[config.mk]
export PLATFORM = sky130hd
export DESIGN_NAME = serial_adder_ctrl
export DESIGN_NICKNAME = d
export VERILOG_FILES = /design/src/rtl/serial_adder_ctrl.sv
export SDC_FILE = /design/constraint.sdc
export NUM_CORES = 1
export LEC_CHECK = 0
export BUFFER_PORTS_ARGS = -buffer_cell sky130_fd_sc_hd__buf_2
export CORE_MARGIN = 10
export CORE_UTILIZATION = 45
export CTS_BUF_LIST = sky130_fd_sc_hd__clkbuf_8 sky130_fd_sc_hd__clkbuf_16
export DETAILED_ROUTE_END_ITERATION = 7
export GPL_ROUTABILITY_DRIVEN = 1
export HOLD_SLACK_MARGIN = 0.06
export PLACE_DENSITY = 0.71
export SETUP_SLACK_MARGIN = 0.3
export SLEW_MARGIN = 10
export SYNTH_ARGS = -nofsm -noshare
export SYNTH_HDL_FRONTEND = slang
export SYNTH_SLANG_ARGS = --single-unit
[constraint.sdc]
create_clock -name clk -period 1.3 [get_ports clk]
set_clock_uncertainty 0.05 [all_clocks]
set_input_delay 0.39 -clock clk [delete_from_list [all_inputs] [get_ports clk]]
set_output_delay 0.39 -clock clk [all_outputs]
set_load 0.01 [all_outputs]
[src/rtl/serial_adder_ctrl.sv]
// Bit-serial adder: one shared p/g full-adder cell, LSB first.
// Ports: clk, reset, start, a, b, cin -> busy, done, sum, cout, overflow.
module serial_adder_ctrl #(
  parameter int WIDTH = 8
) (
  input  logic             clk,
  input  logic             reset,
  input  logic             start,
  input  logic [WIDTH-1:0] a,
  input  logic [WIDTH-1:0] b,
  input  logic             cin,
  output logic             busy,
  output logic             done,
  output logic [WIDTH-1:0] sum,
  output logic             cout,
  output logic             overflow
);

  localparam int CW = $clog2(WIDTH);
  localparam logic [CW-1:0] LAST = CW'(WIDTH - 1);

  typedef enum logic [1:0] {
    S_IDLE = 2'd0,
    S_RUN  = 2'd1,
    S_DONE = 2'd2
  } state_t;

  state_t state;
  state_t state_next;

  logic [WIDTH-1:0] a_sh;
  logic [WIDTH-1:0] b_sh;
  logic             carry;
  logic [CW-1:0]    cnt;

  logic accept;
  logic last;
  logic p;
  logic g;
  logic s;
  logic co;

  // shared full-adder cell
  assign p  = a_sh[0] ^ b_sh[0];
  assign g  = a_sh[0] & b_sh[0];
  assign s  = p ^ carry;
  assign co = g | (p & carry);

  always_comb begin
    accept     = 1'b0;
    last       = 1'b0;
    state_next = S_IDLE;
    case (state)
      S_IDLE: begin
        accept     = start;
        state_next = start ? S_RUN : S_IDLE;
      end
      S_RUN: begin
        last       = (cnt == LAST);
        state_next = last ? S_DONE : S_RUN;
      end
      S_DONE: begin
        accept     = start;
        state_next = start ? S_RUN : S_IDLE;
      end
      default: state_next = S_IDLE;
    endcase
  end

  always_ff @(posedge clk) begin
    if (reset) begin
      state    <= S_IDLE;
      busy     <= 1'b0;
      done     <= 1'b0;
      sum      <= '0;
      cout     <= 1'b0;
      overflow <= 1'b0;
      a_sh     <= '0;
      b_sh     <= '0;
      carry    <= 1'b0;
      cnt      <= '0;
    end else begin
      state <= state_next;
      // flags decoded from next state so they are true flops
      busy  <= (state_next == S_RUN);
      done  <= (state_next == S_DONE);
      if (accept) begin
        a_sh     <= a;
        b_sh     <= b;
        carry    <= cin;
        cnt      <= '0;
        sum      <= '0;
        cout     <= 1'b0;
        overflow <= 1'b0;
      end else if (state == S_RUN) begin
        a_sh  <= a_sh >> 1;
        b_sh  <= b_sh >> 1;
        sum   <= {s, sum[WIDTH-1:1]};
        carry <= co;
        if (last) begin
          // carry still holds the carry into the MSB here
          cout     <= co;
          overflow <= carry ^ co;
        end else begin
          cnt <= cnt + CW'(1);
        end
      end
    end
  end

endmodule
; ---- After elaboration in Yosys (flattened, before gate mapping)
; Cells that the tools add are included.
[classes]
n_addsub = 1
eq_ne = 5
n_mux = 11
bitwise = 7
n_reduce_logical = 6
[op_table]
columns = cell, count
row1 = $mux W8, 4
row2 = $mux W1, 5
row3 = $eq A2 B1 Y1 const B, 2
row4 = $eq A2 B2 Y1 const B, 2
row5 = $pmux W2 S2, 1
row6 = $reduce_and A2 Y1, 2
row7 = $reduce_or A2 Y1, 2
row8 = $add A3 B1 Y3 const B, 1
row9 = $eq A3 B3 Y1 const B, 1
row10 = $xor A1 B1 Y1, 3
row11 = $and A1 B1 Y1, 2
row12 = $logic_not A2 Y1, 1
row13 = $mux W2, 1
row14 = $reduce_bool A2 Y1, 1
row15 = $not A1 Y1, 1
row16 = $or A1 B1 Y1, 1
[totals]
regBits = 34
inputBits = 20
out_inout_bits = 12
wordCells = 40

; ---- Logic depth before layout (Yosys ltp)
; Gate-level depths: netlist (run 1).
[logic_depth]
word_depth = 5
mapped_depth = 5
mapped_depth_nobuf = 5

; ---- Least setup slack after synthesis (run 1)
; No wires, ideal clock.
[synth_timing]
kind = reg-to-reg
startpoint = reg cnt[0]
endpoint = reg cnt[0]
setup_ns = 0.117
arrival_time_ns = 1.166
setup_slack_ns = -0.034
path_stages_with_launch = 6
cell_sequence = dfxtp_1 > ha_1 > ha_1 > nor3b_2 > xnor2_1 > nor2_1
[synth_via]
elab_chain_len = 4
word_cells_on_any_way = 5
cone_classes = 1 x add/sub / 1 x eq/ne / 1 x mux / 1 x bitwise / 1 x reduce/logical
[synth_rtl]
columns = element, line_no
row1 = start: declaration, 34  ; logic [CW-1:0] cnt;
row2 = start signal: assignment, 105  ; cnt <= cnt + CW'(1);
row3 = $eq A3 B3 Y1, 59  ; last = (cnt == LAST);
row4 = $mux W1, 53  ; case (state)
row5 = $not A1 Y1 (no source line), -
row6 = $reduce_and A2 Y1 (no source line), -
; Parallel ways exist; a longest one is shown, timed or not.
; A chain may end at the register's enable or synchronous reset.

; ---- Worst setup path after layout (run 1)
; Same ends and word-level chain as after synthesis.

==> results of run 1 <==
-- worst max-delay path, stage by stage, from the launching register on --
cell and delay [ps]:
dfxtp_2 340, ha_4 160, ha_4 170, nor3b_4 260
xnor2_1 150, nor2_1 50
-- power by group through the flow --
stage | Combinational (W) | Sequential [W] | Clock [W]
floorplan | 0.000220 | 0.00115 | 0
global placement | 0.000254 | 0.00116 | 0
detailed placement | 0.000264 | 0.00116 | 0
CTS | 0.000279 | 0.00114 | 0.000703
global route | 0.000397 | 0.00116 | 0.000752
finish | 0.000368 | 0.00115 | 0.000692
-- cells in the mapped netlist (all sizes together) --
master | count | area (µm²)
a21oi | 14 | 70.07
a22oi | 2 | 15.01
a311oi | 12 | 105.1
and2b | 1 | 7.510
buf | 10 | 72.57
clkbuf | 3 | 11.26
dfxtp | 34 | 680.7
fa | 1 | 20.02
ha | 2 | 25.02
mux2i | 2 | 20.02
nand2 | 44 | 165.2
nand2b | 3 | 18.77
nand3 | 4 | 20.02
nand3b | 1 | 7.510
nor2 | 18 | 67.56
nor2b | 1 | 6.260
nor3 | 4 | 20.02
nor3b | 1 | 12.51
o21ai | 2 | 10.01
o22ai | 1 | 6.260
xnor2 | 1 | 8.760
xor2 | 1 | 8.760
-- sequential cells by signal, summed over array words and instances, names as in the netlist --
name and flops:
a_sh 8, b_sh 8, sum 8, cnt 3, state 2, busy 1
carry 1, cout 1, done 1, overflow 1
-- area by class of cell --
class,count,area [µm²],area share
clock buffers,5,68.82,0.03301
clock inverters,2,7.507,0.003601
multi-input cells,117,844.6,0.4052
flip-flops and latches,34,708.2,0.3397
well taps,33,41.29,0.01981
repair buffers,51,414.1,0.1987
-- path summary, 6_finish.rpt --
kind	from	endpoint	depth (start not counted)
setup / recovery	cnt[0]	cnt[0]	5
hold / removal	a[5]	a_sh[5]	3
setup reg to reg	cnt[0]	cnt[0]	5
hold reg to reg	sum[0]	sum[0]	2
-- cell families (layout without fill, tap and decap cells) --
kind of cell,Yosys count,in the layout,share of synthesized area
buffers and inverters,13,58,0.06080
muxes,2,2,0.01452
AOI/OAI and AO/OA,31,31,0.1497
DFF,34,34,0.4936
xor gates and xnor gates,2,2,0.01271
and+or+nand+nor,77,79,0.2359
adders and majority gates,3,3,0.03267
-- per-stage QoR --
step	std cells	hold WS [ps]	setup WS, ps	util	cell area [µm²]
global placement	217	387.7	53.70	0.5367	1612
finish	242	342.5	25.54	0.6942	2085
global route	242	337.5	-43.13	0.6942	2085
detailed placement	217	398.5	15.54	0.5367	1612
floorplan	162	396.1	79.34	-	1494
CTS	234	338.7	43.42	0.6142	1844
-- routing by layer --
| layer | track usage | vias to the layer above | part of all wire |
|---|---|---|---|
| met4 | 0.05567 | 0 | 0.016 |
| met2 | 0.2153 | 32 | 0.51 |
| met3 | 0.05078 | 8 | 0.064 |
| met5 | 0 | - | 0 |
| li1 | - | 645 | - |
| met1 | 0.1298 | 639 | 0.41 |
-- timing repair --
| action | CTS | global route |
|---|---|---|
| resized for setup | 23 | 39 |
| buffers inserted | 9 | 6 |
| setup endpoints to repair | 46 | 46 |
| hold buffers | 0 | 0 |
| gates cloned | 1 | 2 |
| pin swaps | 4 | 6 |
==> results_dict.tcl, run 1 <==
set metrics [dict create \
    status "completed" \
    p_sw_w 0.0005901 \
    drc 0 \
    reg2reg_slack_ps 30 \
    layout_common_cells "nand2_1 (33), buf_2 (19), nor2_1 (18)" \
    gr-total-overflow 0 \
    worstMarginPinSlew_ps 394.3 \
    final_nets 232 \
    worstPathArrival_ps 1400 \
    ant_nets 0 \
    ys_seq_elements 34 \
    cp-end-kind "flop" \
    clk_latency_ps 280 \
    ys_seq_area_frac 0.4936 \
    seqPwrFrac 0.520 \
    clkPwrFrac 0.313 \
    globalplace.congestion 0.7132 \
    dr.pass1.iters 4 \
    die_area_um2 5678 \
    fin_crit_sh 0.9804 \
    clkTransAtPathRegs_ps 60 \
    ctsLongestPathBuffers 2 \
    ios 32 \
    rows 20 \
    antenna_cells 0 \
    port_buffers 31 \
    grt_pass1_vias 1268 \
    cts_made_buffers 5 \
    startpoint_type "flop" \
    via_per_inst 5.471 \
    hold_viol 0 \
    fillers 237 \
    crit_required_ps 1420 \
    max_clock_freq_mhz 784.6 \
    grt_antenna_before_repair 0 \
    drive_gt1_frac 0.5311 \
    path_max_fanout 4 \
    synth.avg_cell_area_um2 8.511 \
    p_sw_frac 0.2669 \
    final.setup.tns_ps 0 \
    p_int_w 0.001621 \
    combPwrFrac 0.166 \
    syn_area_um2 1379 \
    clock-root-buffer "clkbuf_8" \
    min_path_type "input pin to flop" \
    die_h_um 75.36 \
    slew_violations 0 \
    drtIter0Drc 133 \
    initial_core_util 0.4592 \
    min_period_ps 1274 \
    core_area_um2 3003 \
    dieWidth_um 75.36 \
    grt_max_degree 26 \
    cts_htree_levels 2 \
    cts_tree "yes" \
    p_per_area_nw_per_um2 1061 \
    hpwlAfterDp_um 2200 \
    syn_inst 162 \
    wl_um 3718 \
    synth_warnings 0 \
    path_class "flop to flop" \
    syn_nets 185 \
    dr_total_vias 1324 \
    finalSetupViolations 0 \
    max-slew-margin-rel 0.7371 \
    maxCapViolCount 0 \
    p_leak_nw 0.8845 \
    syn_to_final_growth_pct 51.18 \
    grt.total_usage 0.1247 \
    rsz0062_at_grt "true" \
    mostFrequentLayoutCell "nand2_1" \
    peakVddDrop_uv 514.8 \
    grt_pass1_wl_um 5409 \
    total_power_w 0.002211 \
    ys_types 24 \
    cts_sinks 34 \
    wl_per_cell_um 15.36 \
]
(Power assumes the default switching activity.)
==> inputs of run 2 (changes only) <==
- CORE_ASPECT_RATIO: default -> 0.7
==> run 2 against run 1 <==
Against the previous run: count of clock-buffer cells in the layout grew 1; fmax down 0.91%; via count decreased by 1.4%; critical endpoint unchanged; largest cell class unchanged.
==> results_dict.tcl, run 2 (synthesis gave the netlist of run 1 again) <==
set metrics [dict create \
    drt-met1-wl_um 1571 \
    worstMarginPinSlew_ps 354.5 \
    core_area_um2 2863 \
    max-slew-margin-rel 0.7637 \
    p_per_area_nw_per_um2 1096 \
    ant_nets 0 \
    finalSetupViolations 0 \
    dieWidth_um 86.16 \
    wl_per_cell_um 15.09 \
    grt_pass1_vias 1322 \
    min_path_type "input pin to flop" \
    dr.pass1.iters 4 \
    critPathSlowestCell "dfxtp_2" \
    multi_input_area_um2 768.2 \
    maxCapViolCount 0 \
    clkTransAtPathRegs_ps 70 \
    grt_pass1_wl_um 6009 \
    wl_met3_um 252 \
    worstHoldStart "a[0]" \
    final_nets 234 \
    hold_viol 0 \
    peakVddDrop_uv 701.1 \
    crit_end "cnt[0]" \
    cts_sinks 34 \
    cts_tree "yes" \
    clk_latency_ps 280 \
    cpPeakStageDelay_ps 340 \
    fin_crit_sh 0.9893 \
    r2r_start "cnt[1]" \
    crit_top_cell "ha_4" \
    worstPathArrival_ps 1400 \
    holdWs_ps 342.7 \
    mostFrequentLayoutCell "nand2_1" \
    path_class "flop to flop" \
    antenna_cells 0 \
    port_buffers 31 \
    syn_to_final_growth_pct 53.63 \
    grt_max_degree 26 \
    wl_um 3742 \
    total_power_w 0.002322 \
    crit_chain "ha_4, ha_4, nor3b_4, xnor2_1, nor2_1" \
    die_area_um2 5713 \
    crit_required_ps 1410 \
    min_period_ps 1286 \
    clock-root-buffer "clkbuf_8" \
    r2r_cells 5 \
    via_per_inst 5.266 \
    startpoint_type "flop" \
    rsz0062_at_grt "true" \
    cts_made_buffers 5 \
    status "completed" \
    dr_total_vias 1306 \
    p_leak_nw 0.8512 \
    die_h_um 66.31 \
    reg2reg_slack_ps 10 \
    drc 0 \
    top_layer_used "met4" \
    cpLargestDelayFamily "flip-flops" \
    globalplace.congestion 0.7010 \
    slew_violations 0 \
    path_max_fanout 6 \
    initial_core_util 0.4816 \
    cp-end-kind "flop" \
    register_area_um2 708.2 \
    r2r_end "cnt[0]" \
    grt.total_usage 0.1309 \
    startpoint "cnt[1]" \
    crit_buf_inv 0 \
    cts-hold-fix-buffers 0 \
    drive_gt1_frac 0.5000 \
    reg_top3 "a_sh: 8 flops, b_sh: 8 flops, sum: 8 flops" \
    layout_common_cells "nand2_1 (38), buf_2 (20), nor2_1 (18)" \
    hpwlAfterDp_um 2192 \
    drtIter0Drc 68 \
    ios 32 \
    max_clock_freq_mhz 777.5 \
    rows 16 \
    fillers 204 \
    cts_htree_levels 2 \
    gr-total-overflow 0 \
    grt_antenna_before_repair 0 \
    ctsLongestPathBuffers 2 \
    routed-wl-met2_um 1900 \
    cp.depth 5 \
]
## run 2: changes by cell type in the layout (fill, tap and decap cells not counted), sizes merged
cell    change
buf         +4
clkinv      +1
inv         -1
nand2b      -1
## run 2: worst min-delay path by stage
| stage | to | slack, ps | cells after the start |
|---|---|---|---|
| after floorplan | b_sh[0] | 400 | 2 |
| after global placement | sum[0] | 390 | 2 |
| after detailed placement | sum[0] | 400 | 2 |
| after CTS | a_sh[0] | 340 | 3 |
| after global routing | b_sh[5] | 340 | 3 |
| final | a_sh[0] | 340 | 3 |
## run 2: routing by layer
layer  track usage  vias up
met2        0.2259       37
li1              -      647
met3       0.05911        5
met1        0.1386      617
met5             0        -
met4       0.04713        0
## run 2: power breakdown
part / internal [W] / switching [W] / leakage (nW) / total (W)
Sequential: 0.00110 / 0.0000401 / 0.287 / 0.00114
Combinational: 0.000208 / 0.000194 / 0.512 / 0.000403
Clock: 0.000419 / 0.000363 / 0.0524 / 0.000782
Total: 0.00172 / 0.000598 / 0.851 / 0.00232
## run 2: area by class of cell
class | instances | share of cell area
multi-input cells | 116 | 0.3627
flip-flops and latches | 34 | 0.3343
repair buffers | 54 | 0.2386
clock buffers | 6 | 0.03898
well taps | 36 | 0.02126
clock inverters | 2 | 0.004135
## run 2: worst min-delay path: stages
cell and delay (ps):
buf_2 80, a22oi_2 60, a21oi_2 100
## run 2: stage by stage
step	worst slack (ps)	instance area [µm²]	TNS (ps)	std cells	util
floorplan	79.34	1494	0	162	-
global placement	50.72	1635	0	221	0.5712
detailed placement	10.55	1635	0	221	0.5712
CTS	16.92	2038	0	245	0.7120
global route	-62.24	2118	-177.5	248	0.7399
finish	13.88	2118	0	248	0.7399
## run 2: what timing repair did
action / 4_1_cts / 5_1_grt
pin swaps: 15 / 12
endpoints found under the setup margin: 46 / 46
gates cloned: 3 / 0
setup buffers: 13 / 3
resized for setup: 38 / 14
==> inputs of run 3 (changes only) <==
- CELL_PAD_IN_SITES_DETAIL_PLACEMENT: default -> 0
- CELL_PAD_IN_SITES_GLOBAL_PLACEMENT: default -> 1
- CORE_UTILIZATION: 45 -> 34
- PLACE_DENSITY: 0.71 -> default
- PLACE_DENSITY_LB_ADDON: default -> 0.1
==> run 3 against run 2 <==
Against the previous run: sequential cell count stayed put; fmax is 0.84% higher; sequential power is essentially flat; worst hold slack got worse by 18 ps; global-route usage decreased by 0.67 points; combinational power up 11%; non-clock buffer count increased by 6; via count grew 3.0%; setup slack gained 11 ps; clock power up 18%; design area up 9.5%; critical endpoint unchanged.
==> results_dict.tcl, run 3 (synthesis gave the netlist of run 1 again) <==
set metrics [dict create \
    worstHoldStart "a[0]" \
    register_area_um2 706.9 \
    ios 32 \
    fillers 341 \
    slew_violations 0 \
    path_max_fanout 4 \
    maxCapViolCount 0 \
    path_class "flop to flop" \
    max_clock_freq_mhz 784.0 \
    grt_max_degree 15 \
    p_per_area_nw_per_um2 1084 \
    rows 19 \
    ant_nets 0 \
    cpPeakStageDelay_ps 340 \
    clock-root-buffer "clkbuf_8" \
    rsz0062_at_grt "true" \
    reg_top3 "a_sh: 8 flops, b_sh: 8 flops, sum: 8 flops" \
    die_h_um 73.28 \
    r2r_start "cnt[0]" \
    crit_top_cell "ha_4" \
    startpoint_type "flop" \
    crit_chain "ha_4, ha_4, nor3b_4, xnor2_1, nor2_1" \
    cp-end-kind "flop" \
    critPathSlowestCell "dfxtp_2" \
    max-slew-margin-rel 0.7296 \
    initial_core_util 0.3515 \
    port_buffers 31 \
    cpLargestDelayFamily "flip-flops" \
    grt.total_usage 0.1242 \
    core_area_um2 3923 \
    clkTransAtPathRegs_ps 70 \
    crit_buf_inv 0 \
    worstPathArrival_ps 1400 \
    multi_input_area_um2 882.1 \
    via_per_inst 4.927 \
    crit_required_ps 1430 \
    hpwlAfterDp_um 2278 \
    layout_common_cells "nand2_1 (26), buf_2 (20), buf_6 (19)" \
    finalSetupViolations 0 \
    fin_crit_sh 0.9811 \
    globalplace.congestion 0.7123 \
    wl_per_cell_um 15.71 \
    worstMarginPinSlew_ps 405.6 \
    cts_sinks 34 \
    drtIter0Drc 50 \
    startpoint "cnt[0]" \
    cts_made_buffers 5 \
    die_area_um2 7043 \
    min_path_type "input pin to flop" \
    drive_gt1_frac 0.5837 \
    p_leak_nw 0.9714 \
    hold_viol 0 \
    min_period_ps 1275 \
    cts_tree "yes" \
    grt_antenna_before_repair 0 \
    cts_htree_levels 2 \
    holdWs_ps 324.9 \
    dp_cells 236 \
    total_power_w 0.002513 \
    dr_total_vias 1345 \
    layout.cells.non_filler 273 \
    dr.pass1.iters 4 \
    dieWidth_um 96.12 \
    clk_latency_ps 290 \
    gr-total-overflow 0 \
    drc 0 \
    syn_to_final_growth_pct 68.15 \
    final_nets 243 \
    peakVddDrop_uv 679.7 \
    ctsLongestPathBuffers 2 \
    mostFrequentLayoutCell "nand2_1" \
    grt_pass1_wl_um 6679 \
    antenna_cells 0 \
    wl_um 4289 \
    grt_pass1_vias 1365 \
    status "completed" \
    utilization 0.5911 \
]
## run 3: changes by cell type in the layout (fill, tap and decap cells not counted), moves of 3 or more
cell	delta
nand2_2	+6
buf_6	+3
nand2_4	+6
a311oi_1	-4
buf_4	+4
nand2_1	-12
a311oi_2	+4
## run 3: final cells by class
type,count,share of cell area
flip-flops and latches,34,0.3049
well taps,52,0.02806
multi-input cells,119,0.3805
clock buffers,8,0.04749
repair buffers,60,0.2391
## run 3: stage by stage
| stage | instance area (µm²) | setup TNS (ps) | setup slack, ps |
|---|---|---|---|
| after global placement | 1648 | 0 | 26.28 |
| final | 2318 | 0 | 24.54 |
| after global routing | 2318 | -94.98 | -36.45 |
| after CTS | 2112 | 0 | 12.53 |
| after detailed placement | 1648 | -12.86 | -12.86 |
| after floorplan | 1494 | 0 | 79.34 |
## run 3: power breakdown
group          internal (W)  switching (W)  leakage (nW)
Clock              0.000535       0.000384        0.0575
Sequential          0.00110      0.0000485         0.287
Combinational      0.000224       0.000224         0.627
## run 3: routing by layer
layer / vias to the layer above / routed length (µm) / track usage
met1: 636 / 1953 / 0.1506
li1: 676 / - / -
met3: 8 / 208 / 0.04069
met5: - / 0 / 0
met2: 25 / 2059 / 0.1966
met4: 0 / 68 / 0.05383
## run 3: path summary, 6_finish.rpt
check / to / slack, ps / cells after the start
max reg2reg: cnt[0] / 20 / 5
min reg2reg: overflow / 420 / 2
max: cnt[0] / 20 / 5
min: a_sh[0] / 320 / 3
## run 3: tightest hold or removal path: cells and delay by family
kind	cells	cell delay, ps
compound gates	2	160
buf+inv	1	90
## run 3: timing repair
item	CTS	global route
cloned	6	1
buffers inserted	17	5
resized for setup	39	38
hold buffers	0	0
endpoints found under the setup margin	46	46
pin swaps	13	22
